$ cat src/rtl/seq_pkg.sv
// Shared types and constants for the multicycle stage sequencer:
// FSM state encoding, decoded instruction class codes and stage strobe bit positions.
package seq_pkg;

  typedef enum logic [3:0] {
    S_IDLE,
    S_IF,
    S_ID,
    S_REG,
    S_EX,
    S_MEM,
    S_WB,
    S_INFER,
    S_INFER_HOLD,
    S_HALT,
    S_ERR
  } state_t;

  localparam logic [2:0] CLS_ALU    = 3'd0;
  localparam logic [2:0] CLS_LOAD   = 3'd1;
  localparam logic [2:0] CLS_STORE  = 3'd2;
  localparam logic [2:0] CLS_BRANCH = 3'd3;
  localparam logic [2:0] CLS_JUMP   = 3'd4;
  localparam logic [2:0] CLS_SKIP   = 3'd5;
  localparam logic [2:0] CLS_HALT   = 3'd6;

  localparam int STG_IF  = 0;
  localparam int STG_ID  = 1;
  localparam int STG_REG = 2;
  localparam int STG_EX  = 3;
  localparam int STG_MEM = 4;
  localparam int STG_WB  = 5;

  function automatic logic [5:0] stage_of(state_t s);
    logic [5:0] oh;
    oh = '0;
    case (s)
      S_IF:    oh[STG_IF]  = 1'b1;
      S_ID:    oh[STG_ID]  = 1'b1;
      S_REG:   oh[STG_REG] = 1'b1;
      S_EX:    oh[STG_EX]  = 1'b1;
      S_MEM:   oh[STG_MEM] = 1'b1;
      S_WB:    oh[STG_WB]  = 1'b1;
      default: oh = '0;
    endcase
    return oh;
  endfunction

endpackage

$ cat src/rtl/sat_counter.sv
// Up-counter that sticks at all-ones instead of wrapping.
module sat_counter #(
  parameter int W = 32
) (
  input  logic         clk,
  input  logic         rst_n,
  input  logic         en,
  output logic [W-1:0] cnt
);

  always_ff @(posedge clk or negedge rst_n) begin
    if (!rst_n) begin
      cnt <= '0;
    end else if (en && (cnt != {W{1'b1}})) begin
      cnt <= cnt + W'(1);
    end
  end

endmodule

$ cat src/rtl/mc_stage_sequencer.sv
// Multicycle control sequencer: walks IF..WB per instruction class, services a debug
// memory read between instructions, guards memory waits with a watchdog, counts activity.
module mc_stage_sequencer
  import seq_pkg::*;
#(
  parameter int ADDR_W  = 16,
  parameter int DATA_W  = 32,
  parameter int CNT_W   = 32,
  parameter int TIMEOUT = 255
) (
  input  logic              clk,
  input  logic              rst_n,
  input  logic              top_en,
  input  logic [2:0]        instr_class,
  input  logic              br_taken,
  input  logic              mem_ready,
  input  logic [DATA_W-1:0] mem_rdata,
  input  logic              infer,
  input  logic [ADDR_W-1:0] infer_addr,
  output logic [5:0]        stage_oh,
  output logic              ju,
  output logic              br,
  output logic              sk,
  output logic              mem_req,
  output logic              infer_sel,
  output logic [ADDR_W-1:0] mem_addr,
  output logic [DATA_W-1:0] infer_data,
  output logic              infer_valid,
  output logic              halted,
  output logic              err,
  output logic [CNT_W-1:0]  cycle_cnt,
  output logic [CNT_W-1:0]  instr_cnt
);

  localparam int WAIT_W = (TIMEOUT < 2) ? 1 : $clog2(TIMEOUT);
  localparam logic [WAIT_W-1:0] WAIT_LAST = WAIT_W'(TIMEOUT - 1);

  state_t            state;
  state_t            next_state;
  state_t            boundary;
  logic [WAIT_W-1:0] wait_cnt;
  logic [2:0]        class_q;
  logic              waiting;
  logic              timeout_hit;
  logic              retire;
  logic              ju_ev;
  logic              br_ev;
  logic              sk_ev;
  logic              cycle_en;

  // Handshake: mem_req is a level held for the whole of IF, MEM and INFER; a cycle with
  // mem_req=1 and mem_ready=1 completes the transfer. infer is a level request and
  // infer_valid answers with a level that stays high until infer is released.
  assign boundary    = infer ? S_INFER : S_IF;
  assign waiting     = (state == S_IF) || (state == S_MEM) || (state == S_INFER);
  assign timeout_hit = (wait_cnt == WAIT_LAST);

  always_comb begin
    next_state = state;
    retire     = 1'b0;
    ju_ev      = 1'b0;
    br_ev      = 1'b0;
    sk_ev      = 1'b0;
    case (state)
      S_IDLE: next_state = boundary;
      S_IF: begin
        if (mem_ready)        next_state = S_ID;
        else if (timeout_hit) next_state = S_ERR;
      end
      S_ID: begin
        case (instr_class)
          CLS_SKIP: begin next_state = boundary; sk_ev = 1'b1; retire = 1'b1; end
          CLS_JUMP: begin next_state = boundary; ju_ev = 1'b1; retire = 1'b1; end
          CLS_HALT: next_state = S_HALT;
          default:  next_state = S_REG;
        endcase
      end
      S_REG: next_state = S_EX;
      S_EX: begin
        case (class_q)
          CLS_BRANCH: begin next_state = boundary; br_ev = br_taken; retire = 1'b1; end
          CLS_ALU:    next_state = S_WB;
          CLS_LOAD,
          CLS_STORE:  next_state = S_MEM;
          // Undefined codes retire as a skip so the pipeline never stalls on them.
          default:    begin next_state = boundary; sk_ev = 1'b1; retire = 1'b1; end
        endcase
      end
      S_MEM: begin
        if (mem_ready) begin
          if (class_q == CLS_LOAD) begin
            next_state = S_WB;
          end else begin
            next_state = boundary;
            retire     = 1'b1;
          end
        end else if (timeout_hit) begin
          next_state = S_ERR;
        end
      end
      S_WB: begin
        next_state = boundary;
        retire     = 1'b1;
      end
      S_INFER: begin
        if (mem_ready)        next_state = S_INFER_HOLD;
        else if (timeout_hit) next_state = S_ERR;
      end
      S_INFER_HOLD: if (!infer) next_state = S_IF;
      S_HALT, S_ERR: next_state = state;
      default: next_state = S_IDLE;
    endcase
  end

  always_ff @(posedge clk or negedge rst_n) begin
    if (!rst_n) begin
      state      <= S_IDLE;
      wait_cnt   <= '0;
      class_q    <= '0;
      mem_addr   <= '0;
      infer_data <= '0;
      ju         <= 1'b0;
      br         <= 1'b0;
      sk         <= 1'b0;
    end else begin
      ju <= top_en & ju_ev;
      br <= top_en & br_ev;
      sk <= top_en & sk_ev;
      if (top_en) begin
        state <= next_state;
        if (next_state != state) begin
          wait_cnt <= '0;
        end else if (waiting) begin
          wait_cnt <= wait_cnt + WAIT_W'(1);
        end
        if (state == S_ID) class_q <= instr_class;
        if ((next_state == S_INFER) && (state != S_INFER)) mem_addr <= infer_addr;
        if ((state == S_INFER) && mem_ready) infer_data <= mem_rdata;
      end
    end
  end

  assign stage_oh    = stage_of(state);
  assign mem_req     = waiting;
  assign infer_sel   = (state == S_INFER);
  assign infer_valid = (state == S_INFER_HOLD);
  assign halted      = (state == S_HALT);
  assign err         = (state == S_ERR);
  assign cycle_en    = top_en && (state != S_IDLE) && (state != S_HALT) && (state != S_ERR);

  sat_counter #(.W(CNT_W)) u_cycle_cnt (
    .clk   (clk),
    .rst_n (rst_n),
    .en    (cycle_en),
    .cnt   (cycle_cnt)
  );

  sat_counter #(.W(CNT_W)) u_instr_cnt (
    .clk   (clk),
    .rst_n (rst_n),
    .en    (top_en & retire),
    .cnt   (instr_cnt)
  );

endmodule
$ cat config.mk
export PLATFORM = sky130hd
export DESIGN_NAME = mc_stage_sequencer
export DESIGN_NICKNAME = d
export VERILOG_FILES = /design/src/rtl/seq_pkg.sv /design/src/rtl/sat_counter.sv /design/src/rtl/mc_stage_sequencer.sv
export SDC_FILE = /design/constraint.sdc
export NUM_CORES = 1
export LEC_CHECK = 0
export BUFFER_PORTS_ARGS = -buffer_cell sky130_fd_sc_hd__buf_2
export CAP_MARGIN = 30
export CORE_ASPECT_RATIO = 0.5
export CORE_MARGIN = 2
export CORE_UTILIZATION = 47
export CTS_BUF_LIST = sky130_fd_sc_hd__clkbuf_16
export CTS_CLUSTER_DIAMETER = 50
export DETAILED_ROUTE_END_ITERATION = 6
export HOLD_SLACK_MARGIN = 0.1
export PLACE_DENSITY = 0.84
export RECOVER_POWER = 25
export SKIP_LAST_GASP = 1
export SLEW_MARGIN = 30
export SYNTH_ARGS = -nofsm -noshare
export SYNTH_HDL_FRONTEND = slang
export SYNTH_SLANG_ARGS = --single-unit
$ cat constraint.sdc
create_clock -name clk -period 2.4 [get_ports clk]
set_input_delay 0.12 -clock clk [delete_from_list [all_inputs] [get_ports clk]]
set_output_delay 0.12 -clock clk [all_outputs]
set_load 0.005 [all_outputs]
==> impl_metrics.json <==
{
  "outcome": "complete, but fails checks",
  "violations": "negative setup slack",
  "cp_top_family": "compound AO/OA/AOI/OAI gates",
  "vias_per_cell": 5.69,
  "dieHeight_um": 84.6,
  "rsz0062_at_grt": "yes",
  "ir_worst_vdd_mv": 0.583,
  "r2r_slack_ns": -0.20,
  "setup_ws_ns": -0.200,
  "postSynthCellCount": 534,
  "ys_types": 61,
  "drive_above_1_share": 0.387,
  "worst_slew_pin_slew_ns": 0.934,
  "core_area_um2": 12700,
  "path_cells": "and4_4 -> a41oi_4 -> a32o_2 -> or4_4 -> a22oi_2 -> nand2_4 -> o21ai_1",
  "htreeDepth": 4,
  "met1_length_um": 7530,
  "period_needed_ns": 2.60,
  "drc_errors": 0,
  "path_class": "flip-flop to flip-flop",
  "max_cap_viol_count": 0,
  "dp_slack_ns": -0.124,
  "mostFrequentLayoutCells": "buf_2, dfrtp_1, dlygate4sd3_1",
  "totalNegativeSetupSlack_ns": -3.05,
  "cts_inserted_buffers": 17,
  "power_density_nw_per_um2": 1020,
  "worstPathMaxFanout": 7,
  "gp_congestion": 0.917,
  "syn_to_final_growth_pct": 44.4,
  "grt_pass1_vias": 5340,
  "dpl.cell_count": 900,
  "fmax_mhz": 385,
  "grt_max_degree": 68,
  "syn-cell-area_um2": 6110,
  "worstPathRequired_ns": 2.71,
  "layout_commonest_cell": "buf_2",
  "fin_crit_sh": 1.08,
  "topRoutingLayerUsed": "met4",
  "slew_headroom": 0.377,
  "final_hold_viol_count": 0,
  "yosys_warnings": 0,
  "setup_violations": 24,
  "dpl-instance-area_um2": 7420,
  "synth.net_count": 595,
  "fin_util": 0.697,
  "gr-total-overflow": 0,
  "drt_iter0_drc": 419,
  "dr_total_vias": 5691,
  "synth_flop_cell": "dfrtp_1",
  "final_cell_area_um2": 8830,
  "setup.worst_path.end_class": "flip-flop",
  "ys_seq_area_frac": 0.532,
  "postSynth.asyncResetShare": 1.00,
  "final_nets": 878,
  "wl_met2_um": 9570,
  "clkTransAtPathRegs_ns": 0.06,
  "crit_arrival_ns": 2.91,
  "finClkSkew_ns": 0.0171,
  "dp_hpwl_um": 11300,
  "cts_root_buffer": "clkbuf_16",
  "r2r-end": "wait_cnt[5]",
  "first_pass_iters": 5,
  "slowest_stage": "or4_4",
  "timing.critical_path.buf_inv": 0,
  "p_leak_nw": 4.36,
  "ys_ff_latch": 130,
  "combPwrFrac": 0.360,
  "io_pins": 183,
  "grt_pass1_wl_um": 27900,
  "intPower_mw": 5.82,
  "p_sw_frac": 0.353,
  "drv_slew": 0,
  "synth-edff-count": 0,
  "die_x_um": 165,
  "clkLatencyLatePin_ns": 0.42,
  "cts.sinks": 130,
  "start_util": 0.483,
  "die_area_um2": 14000,
  "seqPwrFrac": 0.350,
  "grt_usage": 0.258,
  "final_cells": 1001,
  "clkPwrFrac": 0.290,
  "antenna_found_initial": 1,
  "fill_cells": 874,
  "route.met3.wl_um": 1210,
  "avgSynthCellArea_um2": 11.4,
  "std_cell_rows": 29,
  "clockBufferDepth": 2,
  "wirelength_um": 19500,
  "routedWlPerCell_um": 19.5,
  "rr_worst_depth": 7,
  "hold_path.class": "primary input to async pin",
  "crit_path_start_kind": "flip-flop",
  "cts_tree": "built",
  "ant_nets": 0,
  "rr_startpoint": "wait_cnt[5]",
  "p_sw_mw": 3.17,
  "port_buffers": 182,
  "cpPeakStageDelay_ns": 0.56
}
==> logic make-up (layout without fill, tap and decap cells) <==
| logic type | after synthesis | in the layout | share of synthesized area |
|---|---|---|---|
| adder cells (fa/ha/maj) | 4 | 4 | 0.00819 |
| XOR/XNOR | 63 | 63 | 0.0903 |
| other | 0 | 1 | 0 |
| multiplexers | 54 | 54 | 0.105 |
| AND/OR/NAND/NOR | 204 | 204 | 0.185 |
| AO/OA/AOI/OAI | 48 | 48 | 0.0583 |
| buffers and inverters | 31 | 327 | 0.0213 |
| flip-flops | 130 | 130 | 0.532 |
==> state kept, by name, summed over array words and instances (netlist names) <==
register and flops:
class_q 3, mem_addr 16, sk 1, wait_cnt 8
br 1, state 4, ju 1, u_cycle_cnt.cnt 32
infer_data 32, u_instr_cnt.cnt 32
==> cells in the mapped netlist (all sizes together) (2+ instances only) <==
| cell type | n | area (µm²) |
|---|---|---|
| xor2 | 21 | 184 |
| mux2i | 3 | 30.0 |
| mux2 | 51 | 612 |
| a21oi | 8 | 40.0 |
| dfrtp | 130 | 3250 |
| buf | 9 | 47.5 |
| inv | 15 | 56.3 |
| or4b | 2 | 27.5 |
| nand2 | 44 | 168 |
| nand2b | 10 | 62.6 |
| a41oi | 3 | 26.3 |
| o211ai | 2 | 15.0 |
| nor3b | 2 | 20.0 |
| xnor2 | 42 | 368 |
| o22ai | 5 | 31.3 |
| a2111oi | 2 | 36.3 |
| nor4 | 5 | 31.3 |
| a31oi | 4 | 25.0 |
| nand3b | 2 | 27.5 |
| clkbuf | 7 | 26.3 |
| nor2 | 35 | 131 |
| ha | 4 | 50.1 |
| and3 | 8 | 55.1 |
| nand3 | 30 | 163 |
| a22oi | 2 | 20.0 |
| and2 | 7 | 43.8 |
| o21ai | 11 | 55.1 |
| nor3 | 15 | 86.3 |
| nor2b | 6 | 37.5 |
| and4 | 10 | 87.6 |
| or3 | 4 | 25.0 |
| nand4 | 19 | 119 |
==> layer usage <==
metal | vias to the layer above | track usage
li1 | 2473 | -
met5 | - | 0
met2 | 297 | 0.445
met3 | 122 | 0.0484
met4 | 0 | 0.129
met1 | 2799 | 0.312
==> metrics by stage <==
stage	total power [mW]	hold slack, ns
CTS	8.39	0.220
global route	9.35	0.381
detailed placement	5.71	0.108
finish	9.00	0.362
floorplan	4.51	-0.176
global placement	5.62	0.105
==> final cells by class <==
cell class                 count  area (µm²)  share of cell area
sequential                   130        3260               0.369
timing repair buffer         280        1810               0.205
tap                          170         213              0.0241
clock inverter                15         158              0.0179
multi-input combinational    373        2900               0.329
antenna                        1        2.50            0.000284
inverter                      15        58.8             0.00666
clock buffer                  17         425              0.0482
==> power groups by stage <==
stage / registers (mW) / clock network [mW] / logic, mW
after floorplan: 3.09 / 0 / 1.42
after global placement: 3.07 / 0 / 2.55
after detailed placement: 3.11 / 0 / 2.60
after CTS: 3.08 / 2.59 / 2.72
after global routing: 3.21 / 2.72 / 3.41
final: 3.15 / 2.61 / 3.24
==> worst max-delay path by stage <==
stage	start	end	slack, ns	depth (start not counted)
after CTS	class_q[2]	mem_addr[6]	0.01	8
after floorplan	state[0]	mem_addr[10]	0.06	9
final	wait_cnt[5]	wait_cnt[5]	-0.20	7
after detailed placement	class_q[2]	mem_addr[13]	-0.12	7
after global routing	state[0]	wait_cnt[5]	-0.23	8
after global placement	class_q[2]	mem_addr[11]	-0.07	7
==> repair_timing <==
item | in CTS | in global routing
hold endpoints to repair | 90 | 0
resized for setup | 2 | 40
cloned | 0 | 1
endpoints found under the setup margin | 18 | 31
buffers inserted | 1 | 11
hold buffers | 55 | 0
pin swaps | 1 | 16
(Power assumes the default switching activity.)
